File: src/rtl/hyperbus_mux_arbiter.sv
// Two-requester arbiter for a shared HyperBus PHY path behind a 2:1 select mux.
// Latency: grant 1 cycle after an IDLE request (1+GUARD_CYCLES on a select change).
// Backpressure: requests wait in IDLE; a grant holds until done or timeout.
module hyperbus_mux_arbiter #(
  parameter int unsigned GUARD_CYCLES   = 2,
  parameter int unsigned TIMEOUT_CYCLES = 1024,
  parameter int unsigned CNT_W          = 16
) (
  input  logic       clk_i,
  input  logic       rst_ni,
  input  logic [1:0] req_i,
  output logic [1:0] gnt_o,
  input  logic       trans_done_i,
  output logic       sel_o,
  output logic       phy_en_o,
  output logic       owner_o,
  output logic       abort_o,
  output logic       timeout_o,
  input  logic       clr_timeout_i
);

  typedef enum logic [1:0] {
    IDLE    = 2'd0,
    SETTLE  = 2'd1,
    BUSY    = 2'd2,
    RELEASE = 2'd3
  } state_e;

  // Last BUSY count value before a forced release; unused when the timeout is off.
  localparam int unsigned TO_LIM = (TIMEOUT_CYCLES == 0) ? 0 : TIMEOUT_CYCLES - 1;
  localparam logic [CNT_W-1:0] TO_LAST = CNT_W'(TO_LIM);
  localparam logic [CNT_W-1:0] GUARD_INIT = CNT_W'(GUARD_CYCLES);

  state_e           state_q, state_d;
  logic             sel_q, sel_d;
  logic [1:0]       gnt_q, gnt_d;
  logic             phy_en_q, phy_en_d;
  logic             owner_q, owner_d;
  logic             abort_q, abort_d;
  logic             timeout_q, timeout_d;
  logic             last_q, last_d;
  logic [CNT_W-1:0] guard_q, guard_d;
  logic [CNT_W-1:0] tmo_q, tmo_d;
  logic             winner;
  logic             set_timeout;

  // Round-robin winner: a lone request wins outright, a tie goes to whoever was not served last.
  always_comb begin
    winner = 1'b0;
    if (req_i == 2'b11) begin
      winner = ~last_q;
    end else begin
      winner = req_i[1];
    end
  end

  // Next-state and registered-output decode for the arbitration FSM.
  always_comb begin
    state_d     = state_q;
    sel_d       = sel_q;
    gnt_d       = gnt_q;
    phy_en_d    = phy_en_q;
    owner_d     = owner_q;
    abort_d     = 1'b0;
    last_d      = last_q;
    guard_d     = guard_q;
    tmo_d       = tmo_q;
    set_timeout = 1'b0;

    unique case (state_q)
      IDLE: begin
        if (req_i != 2'b00) begin
          owner_d = winner;
          sel_d   = winner;
          if ((winner == sel_q) || (GUARD_CYCLES == 0)) begin
            // Mux already points at the winner (or no settle needed): grant now.
            state_d  = BUSY;
            gnt_d    = winner ? 2'b10 : 2'b01;
            phy_en_d = 1'b1;
            tmo_d    = '0;
          end else begin
            state_d = SETTLE;
            guard_d = GUARD_INIT;
          end
        end
      end

      SETTLE: begin
        // Let the mux output settle before the PHY sees the new path.
        if (guard_q <= CNT_W'(1)) begin
          state_d  = BUSY;
          guard_d  = '0;
          gnt_d    = owner_q ? 2'b10 : 2'b01;
          phy_en_d = 1'b1;
          tmo_d    = '0;
        end else begin
          guard_d = guard_q - CNT_W'(1);
        end
      end

      BUSY: begin
        // A completed transaction beats a timeout landing on the same cycle.
        if (trans_done_i) begin
          state_d  = RELEASE;
          gnt_d    = 2'b00;
          phy_en_d = 1'b0;
        end else if ((TIMEOUT_CYCLES != 0) && (tmo_q == TO_LAST)) begin
          state_d     = RELEASE;
          gnt_d       = 2'b00;
          phy_en_d    = 1'b0;
          abort_d     = 1'b1;
          set_timeout = 1'b1;
        end else begin
          tmo_d = tmo_q + CNT_W'(1);
        end
      end

      RELEASE: begin
        // Select is left where it is so a repeat owner needs no guard interval.
        last_d  = owner_q;
        state_d = IDLE;
        tmo_d   = '0;
      end

      default: begin
        state_d = IDLE;
      end
    endcase
  end

  // Sticky timeout flag; a new timeout outranks a simultaneous clear.
  always_comb begin
    timeout_d = timeout_q;
    if (set_timeout) begin
      timeout_d = 1'b1;
    end else if (clr_timeout_i) begin
      timeout_d = 1'b0;
    end
  end

  // State and output registers; reset drops any grant immediately without an abort.
  always_ff @(posedge clk_i or negedge rst_ni) begin
    if (!rst_ni) begin
      state_q   <= IDLE;
      sel_q     <= 1'b0;
      gnt_q     <= 2'b00;
      phy_en_q  <= 1'b0;
      owner_q   <= 1'b0;
      abort_q   <= 1'b0;
      timeout_q <= 1'b0;
      last_q    <= 1'b1;
      guard_q   <= '0;
      tmo_q     <= '0;
    end else begin
      state_q   <= state_d;
      sel_q     <= sel_d;
      gnt_q     <= gnt_d;
      phy_en_q  <= phy_en_d;
      owner_q   <= owner_d;
      abort_q   <= abort_d;
      timeout_q <= timeout_d;
      last_q    <= last_d;
      guard_q   <= guard_d;
      tmo_q     <= tmo_d;
    end
  end

  assign gnt_o     = gnt_q;
  assign sel_o     = sel_q;
  assign phy_en_o  = phy_en_q;
  assign owner_o   = owner_q;
  assign abort_o   = abort_q;
  assign timeout_o = timeout_q;

endmodule
File: config.mk
export PLATFORM = sky130hd
export DESIGN_NAME = hyperbus_mux_arbiter
export DESIGN_NICKNAME = d
export VERILOG_FILES = /design/src/rtl/hyperbus_mux_arbiter.sv
export SDC_FILE = /design/constraint.sdc
export NUM_CORES = 1
export LEC_CHECK = 0
export BUFFER_PORTS_ARGS = -buffer_cell sky130_fd_sc_hd__buf_4
export CORE_MARGIN = 2
export CORE_UTILIZATION = 41
export DETAILED_ROUTE_END_ITERATION = 16
export GPL_TIMING_DRIVEN = 0
export MAX_ROUTING_LAYER = met4
export PLACE_DENSITY = 0.58
export SYNTH_ARGS = -nofsm -noshare
export SYNTH_HDL_FRONTEND = slang
export SYNTH_SLANG_ARGS = --single-unit
File: constraint.sdc
create_clock -name clk_i -period 6.7 [get_ports clk_i]
set_input_delay 1.005 -clock clk_i [delete_from_list [all_inputs] [get_ports clk_i]]
set_output_delay 1.005 -clock clk_i [all_outputs]
set_load 0.01 [all_outputs]
==> results of run 1 <==
-- synth_stat cells, drive strengths merged (3+ instances only) --
library cell	n	area (um2)
and3	4	25.0
o31ai	3	22.5
and2	3	18.8
mux2i	6	60.1
nand2	34	138
a31oi	4	25.0
a22o	4	35.0
xor2	6	52.6
ha	8	100
o21ai	17	88.8
or4	11	86.3
dfrtp	40	1000
clkbuf	7	26.3
nor2	18	67.6
nor4	4	31.3
buf	4	22.5
a21oi	13	65.1
nand2b	3	18.8
inv	11	41.3
nor3	5	36.3
nand4	7	43.8
nand3	31	155
-- per-stage QoR --
step                      cell area [um2]  setup slack [ns]  power, mW
final                                2690              4.08       1.11
after global routing                 2690              3.75       1.21
after CTS                            2690              4.09       1.12
after detailed placement             2590              3.75      0.929
after global placement               2590              3.76      0.925
after floorplan                      2410              4.28      0.772
-- kinds of logic (layout without fill, tap and decap cells) --
| family | Yosys count | count (layout) | share of synthesized area [%] |
|---|---|---|---|
| simple gates | 130 | 130 | 28.8 |
| fa+ha+maj | 8 | 8 | 4.15 |
| compound gates | 53 | 53 | 14.3 |
| mux | 8 | 8 | 3.43 |
| buf+inv | 22 | 42 | 3.74 |
| xor+xnor | 8 | 8 | 2.91 |
| flops | 41 | 41 | 42.6 |
-- power by group through the flow --
stage	registers [mW]	clock network, mW	logic, mW
after floorplan	0.351	0	0.421
after global placement	0.356	0	0.569
after detailed placement	0.357	0	0.572
after CTS	0.353	0.192	0.575
after global routing	0.361	0.200	0.650
final	0.352	0.184	0.570
-- layout make-up --
cell class | count | area (um2)
Inverter | 11 | 41.3
Tap cell | 72 | 90.1
Buffer | 11 | 48.8
Timing Repair Buffer | 12 | 90.1
Clock inverter | 1 | 5.00
Clock buffer | 7 | 96.3
Fill cell | 561 | 2920
Multi-Input combinational cell | 207 | 1290
Sequential cell | 41 | 1030
-- registers in the layout (all words and copies together) (netlist names) --
register	flops
gnt_o	2
owner_o	1
timeout_o	1
tmo_q	16
state_q	2
guard_q	16
abort_o	1
phy_en_o	1
last_q	1
-- routing by layer --
layer,vias up,wire [um]
li1,1020,-
met3,6,211
met2,32,2450
met5,-,0
met1,958,2680
met4,0,63
-- final timing paths --
kind / startpoint / to / cells past startpoint
max in group asynchronous: rst_ni / last_q$_DFFE_PN1N_ / 1
worst max-delay path: req_i[0] / guard_q[14]$_DFFE_PN0P_ / 6
worst max register to register: tmo_q[0]$_DFFE_PN0P_ / tmo_q[15]$_DFFE_PN0P_ / 7
min in group asynchronous: rst_ni / tmo_q[13]$_DFFE_PN0P_ / 1
worst min register to register: timeout_o$_DFFE_PN0P_ / timeout_o$_DFFE_PN0P_ / 1
worst min-delay path: timeout_o$_DFFE_PN0P_ / timeout_o$_DFFE_PN0P_ / 1
==> results.tsv, run 1 <==
metric	value	unit
clock.fmax	0.382	GHz
wire_per_inst	14.9	um
dp_hpwl	3750	um
hold_viol	0	
holdCritPathClass	flip-flop to flip-flop	
yosys_most_used_dff	dfrtp_1	
synth.ff_latch_count	41	
first_pass_iters	4	
tightestPinTransition	0.982	ns
cts_resized	0	
place_congestion	0.803	
use_met3	3.82	%
rsz0062_at_grt	no	
grt_pass1_vias	1874	
use_met1	27.8	%
rrSetupSlack	4.17	ns
h-tree-depth	2	
wirelength	5400	um
grt_busiest_layer	met2	
outcome	completed	
die_h	80.7	um
grt_start_max_net_pins	42	
drt-initial-drc-count	174	
ys_warn_count	0	
synth.distinct_cells	51	
clk-insertion-delay-late	0.30	ns
slowest_delay	0.52	ns
peakVddDrop	240	uV
core	0.00561	mm2
numCtsBuffers	5	
critPathMaxFanout	8	
p_sw	0.503	mW
period_share	39.1	%
maxCapViolCount	0	
port_buffers	12	
synthToLayoutAreaGrowth	11.7	%
slew_headroom	34.1	%
arrival	2.82	ns
crit_path_end_kind	flip-flop	
postCtsSetupRepairBufs	0	
dieArea	0.00651	mm2
crit_chain	buf_4 -> a21boi_1 -> nand2b_1 -> a31oi_1 -> nand2_1 -> o311ai_1	
crit_type	primary input to flip-flop	
grt_overflow	0	
grt_pass1_wl	9470	um
pin_count	13	
pwr-share-clk	16.7	%
via_per_inst	5.57	
holdWs	0.491	ns
cts.path.max_buffers	2	
cts.sinks	41	
hold_buffers	0	
layout_common_cells	dfrtp_1, nand2_1, nand3_1, nor2_1, o21ai_0	
cts_tree	yes	
avgSynthCellArea	8.93	um2
fin_setup_tns	0	ns
switching_share	45.4	%
fin_cells	362	
cts_root_buffer	clkbuf_8	
yosysSeqAreaShare	42.6	%
synth_edf_count	0	
cp_slowest_cell	a31oi_1	
synth_area	0.00241	mm2
antenna_found_initial	0	
ant_nets	0	
crit_required	6.90	ns
combPwrFrac	51.5	%
cp-start-kind	primary input	
initial_utilization	43.0	%
dieWidth	80.7	um
drive_gt1_share	11.7	%
n_antenna_cell	0	
clk_pin_slew	0.08	ns
internal-power	0.604	mW
grt_usage	19.6	%
p_per_area	411	mW/mm2
period_minus_slack	2.62	ns
finClkSkew	0.0113	ns
fin_util	48.0	%
maxSlewViolCount	0	
nNetsFinal	303	
leakage	1.19	nW
met2_usage	28.6	%
netlist_instances	270	
synth_nets	284	
rows	27	
critPathTopFamily	compound AO/OA/AOI/OAI gates	
drc_errors	0	
crit_buf_inv	1	
power_frac_seq	31.8	%
vias	2016	
async_flop_share	100	%
setup_viol	0	
final_common_cell	dfrtp_1	
dp_cells	354	
No activity file was read; power rests on OpenSTA's default activity.
==> run 2: changes to the inputs <==
==> constraint.sdc (replaced) <==
create_clock -name clk_i -period 2.6 [get_ports clk_i]
set_input_delay 0.39 -clock clk_i [delete_from_list [all_inputs] [get_ports clk_i]]
set_output_delay 0.39 -clock clk_i [all_outputs]
set_load 0.01 [all_outputs]
==> run 2 against run 1 <==
Combinational power increased to 2.6 times the previous value. Critical path depth grew 1. Die area unchanged. Non-clock buffer count unchanged. Worst hold slack lost 0.43 ns. Core utilization increased by 0.36 points. Register-to-register slack worse by 3.9 ns. Cell count did not move. Clock-buffer cell count stayed put. Critical endpoint is now gnt_o[0]$_DFFE_PN0P_. Largest cell class unchanged.
==> results.tsv, run 2 (synthesized netlist as in run 1, its figures left out) <==
metric	value	unit	change
switching_share	45.5	%	+0.059 points
leakage	1.20	nW	+0.15%
holdWs	0.0648	ns	-0.426 ns
r2r_end	gnt_o[0]$_DFFE_PN0P_		
dp_cells	354		unchanged
port_buffers	12		unchanged
synthToLayoutAreaGrowth	12.5	%	
clk_pin_slew	0.09	ns	about the same
drc_errors	0		unchanged
p_per_area	1060	mW/mm2	+160%
ant_nets	0		unchanged
reg_top3	guard_q (16), tmo_q (16)		
numCtsBuffers	5		unchanged
die_h	80.7	um	unchanged
slew_headroom	60.1	%	+26 points
seqCellArea	0.00103	mm2	unchanged
wire_per_inst	15.0	um	+0.37%
rrSetupSlack	0.24	ns	-3.93 ns
drive_gt1_share	12.4	%	+0.69 points
antenna_found_initial	0		unchanged
cts_tree	yes		
reg2reg_from	tmo_q[10]$_DFFE_PN0P_		
cts.sinks	41		unchanged
dp_hpwl	3750	um	unchanged
maxCapViolCount	0		unchanged
final_common_cell	dfrtp_1		
first_pass_iters	4		unchanged
via_per_inst	5.57		unchanged
hold_viol	0		unchanged
period_minus_slack	2.36	ns	
grt_usage	19.6	%	unchanged
grt_pass1_wl	9470	um	unchanged
crit_type	flip-flop to flip-flop		
vias	2016		unchanged
fin_cells	362		unchanged
arrival	2.55	ns	-0.27 ns
combPwrFrac	51.7	%	+0.2 points
wirelength	5420	um	+0.37%
postCtsSetupRepairBufs	0		unchanged
grt_overflow	0		unchanged
grt_start_max_net_pins	42		unchanged
pin_count	13		unchanged
cts_resized	0		unchanged
h-tree-depth	2		unchanged
peakVddDrop	619	uV	+160%
dieWidth	80.7	um	unchanged
multi_input_comb_area	0.00131	mm2	+1.5%
critPathMaxFanout	10		+2
power.total	2.86	mW	+160%
dp_slack	0.120	ns	-3.63 ns
finClkSkew	0.0116	ns	+0.000208 ns
crit_path_end_kind	flip-flop		
layout_setup_ws	0.236	ns	-3.84 ns
layout_common_cells	dfrtp_1, nand2_1, nand3_1, nor2_1, o21ai_0		
n_antenna_cell	0		unchanged
rsz0062_at_grt	no		
maxSlewViolCount	0		unchanged
drt-initial-drc-count	149		-14%
setup_viol	0		unchanged
cts_root_buffer	clkbuf_8		
clk-insertion-delay-late	0.30	ns	about the same
tightestPinTransition	0.593	ns	-0.389 ns
cts.path.max_buffers	2		unchanged
rows	27		unchanged
fin_setup_tns	0	ns	unchanged
grt_pass1_vias	1874		unchanged
crit_required	2.79	ns	-4.11 ns
internal-power	1.56	mW	+160%
reg2regPathDepth	7		unchanged
outcome	completed		
nNetsFinal	303		unchanged
initial_utilization	43.0	%	unchanged
hold_buffers	0		unchanged
cp-start-kind	flip-flop		
pwr-share-clk	16.6	%	about the same
power_frac_seq	31.7	%	about the same
period_share	90.9	%	
core	0.00561	mm2	unchanged
clock.fmax	0.423	GHz	
holdCritPathClass	primary input to asynchronous set/reset pin		
nFillCells	559		-0.36%
place_congestion	0.803		unchanged
p_sw	1.30	mW	+160%
dieArea	0.00651	mm2	unchanged
[run 2: cell counts in the layout (fill, tap and decap cells not counted)]
No cell type changed its count.
[run 2: metal layers]
metal	vias up	GRT usage (%)	part of all wire, %
li1	1017	-	-
met4	0	5.59	1.2
met3	6	3.82	4.7
met2	37	28.6	45
met1	956	27.8	49
met5	-	-	0
[run 2: metrics by stage]
stage / area, um2 / utilization, %
after floorplan: 2410 / -
after global placement: 2590 / 46.2
after detailed placement: 2590 / 46.2
after CTS: 2690 / 48.0
after global routing: 2710 / 48.3
final: 2710 / 48.3
[run 2: final cells by class]
type,count,share of cell area [%]
Inverter,11,1.52
Clock inverter,1,0.185
Tap cell,72,3.32
Clock buffer,7,3.55
Sequential cell,41,37.9
Timing Repair Buffer,12,3.32
Multi-Input combinational cell,207,48.4
Buffer,11,1.80
[run 2: worst max-delay path, cell delays in order, from the launching register on]
cell      delay (ns)
dfrtp_1         0.44
or4_1           0.57
nor4_4          0.24
a21oi_1         0.16
buf_2           0.21
nand2_2         0.09
nand4b_1        0.18
mux2_1          0.35
[run 2: power by group through the flow]
stage / clock (mW) / sequential (mW) / combinational (mW)
after floorplan: 0 / 0.904 / 1.08
after global routing: 0.516 / 0.931 / 1.68
after global placement: 0 / 0.919 / 1.47
after CTS: 0.496 / 0.909 / 1.48
after detailed placement: 0 / 0.920 / 1.47
final: 0.475 / 0.908 / 1.48
[run 2: how the worst max path moves through the flow]
stage / start / end / slack (ns) / cells past startpoint
floorplan: tmo_q[12]$_DFFE_PN0P_ / gnt_o[0]$_DFFE_PN0P_ / 0.49 / 7
global placement: tmo_q[0]$_DFFE_PN0P_ / tmo_q[15]$_DFFE_PN0P_ / 0.12 / 7
finish: tmo_q[10]$_DFFE_PN0P_ / gnt_o[0]$_DFFE_PN0P_ / 0.24 / 7
detailed placement: tmo_q[0]$_DFFE_PN0P_ / tmo_q[15]$_DFFE_PN0P_ / 0.12 / 7
CTS: tmo_q[0]$_DFFE_PN0P_ / tmo_q[15]$_DFFE_PN0P_ / 0.09 / 7
global route: tmo_q[12]$_DFFE_PN0P_ / gnt_o[0]$_DFFE_PN0P_ / 0.08 / 7
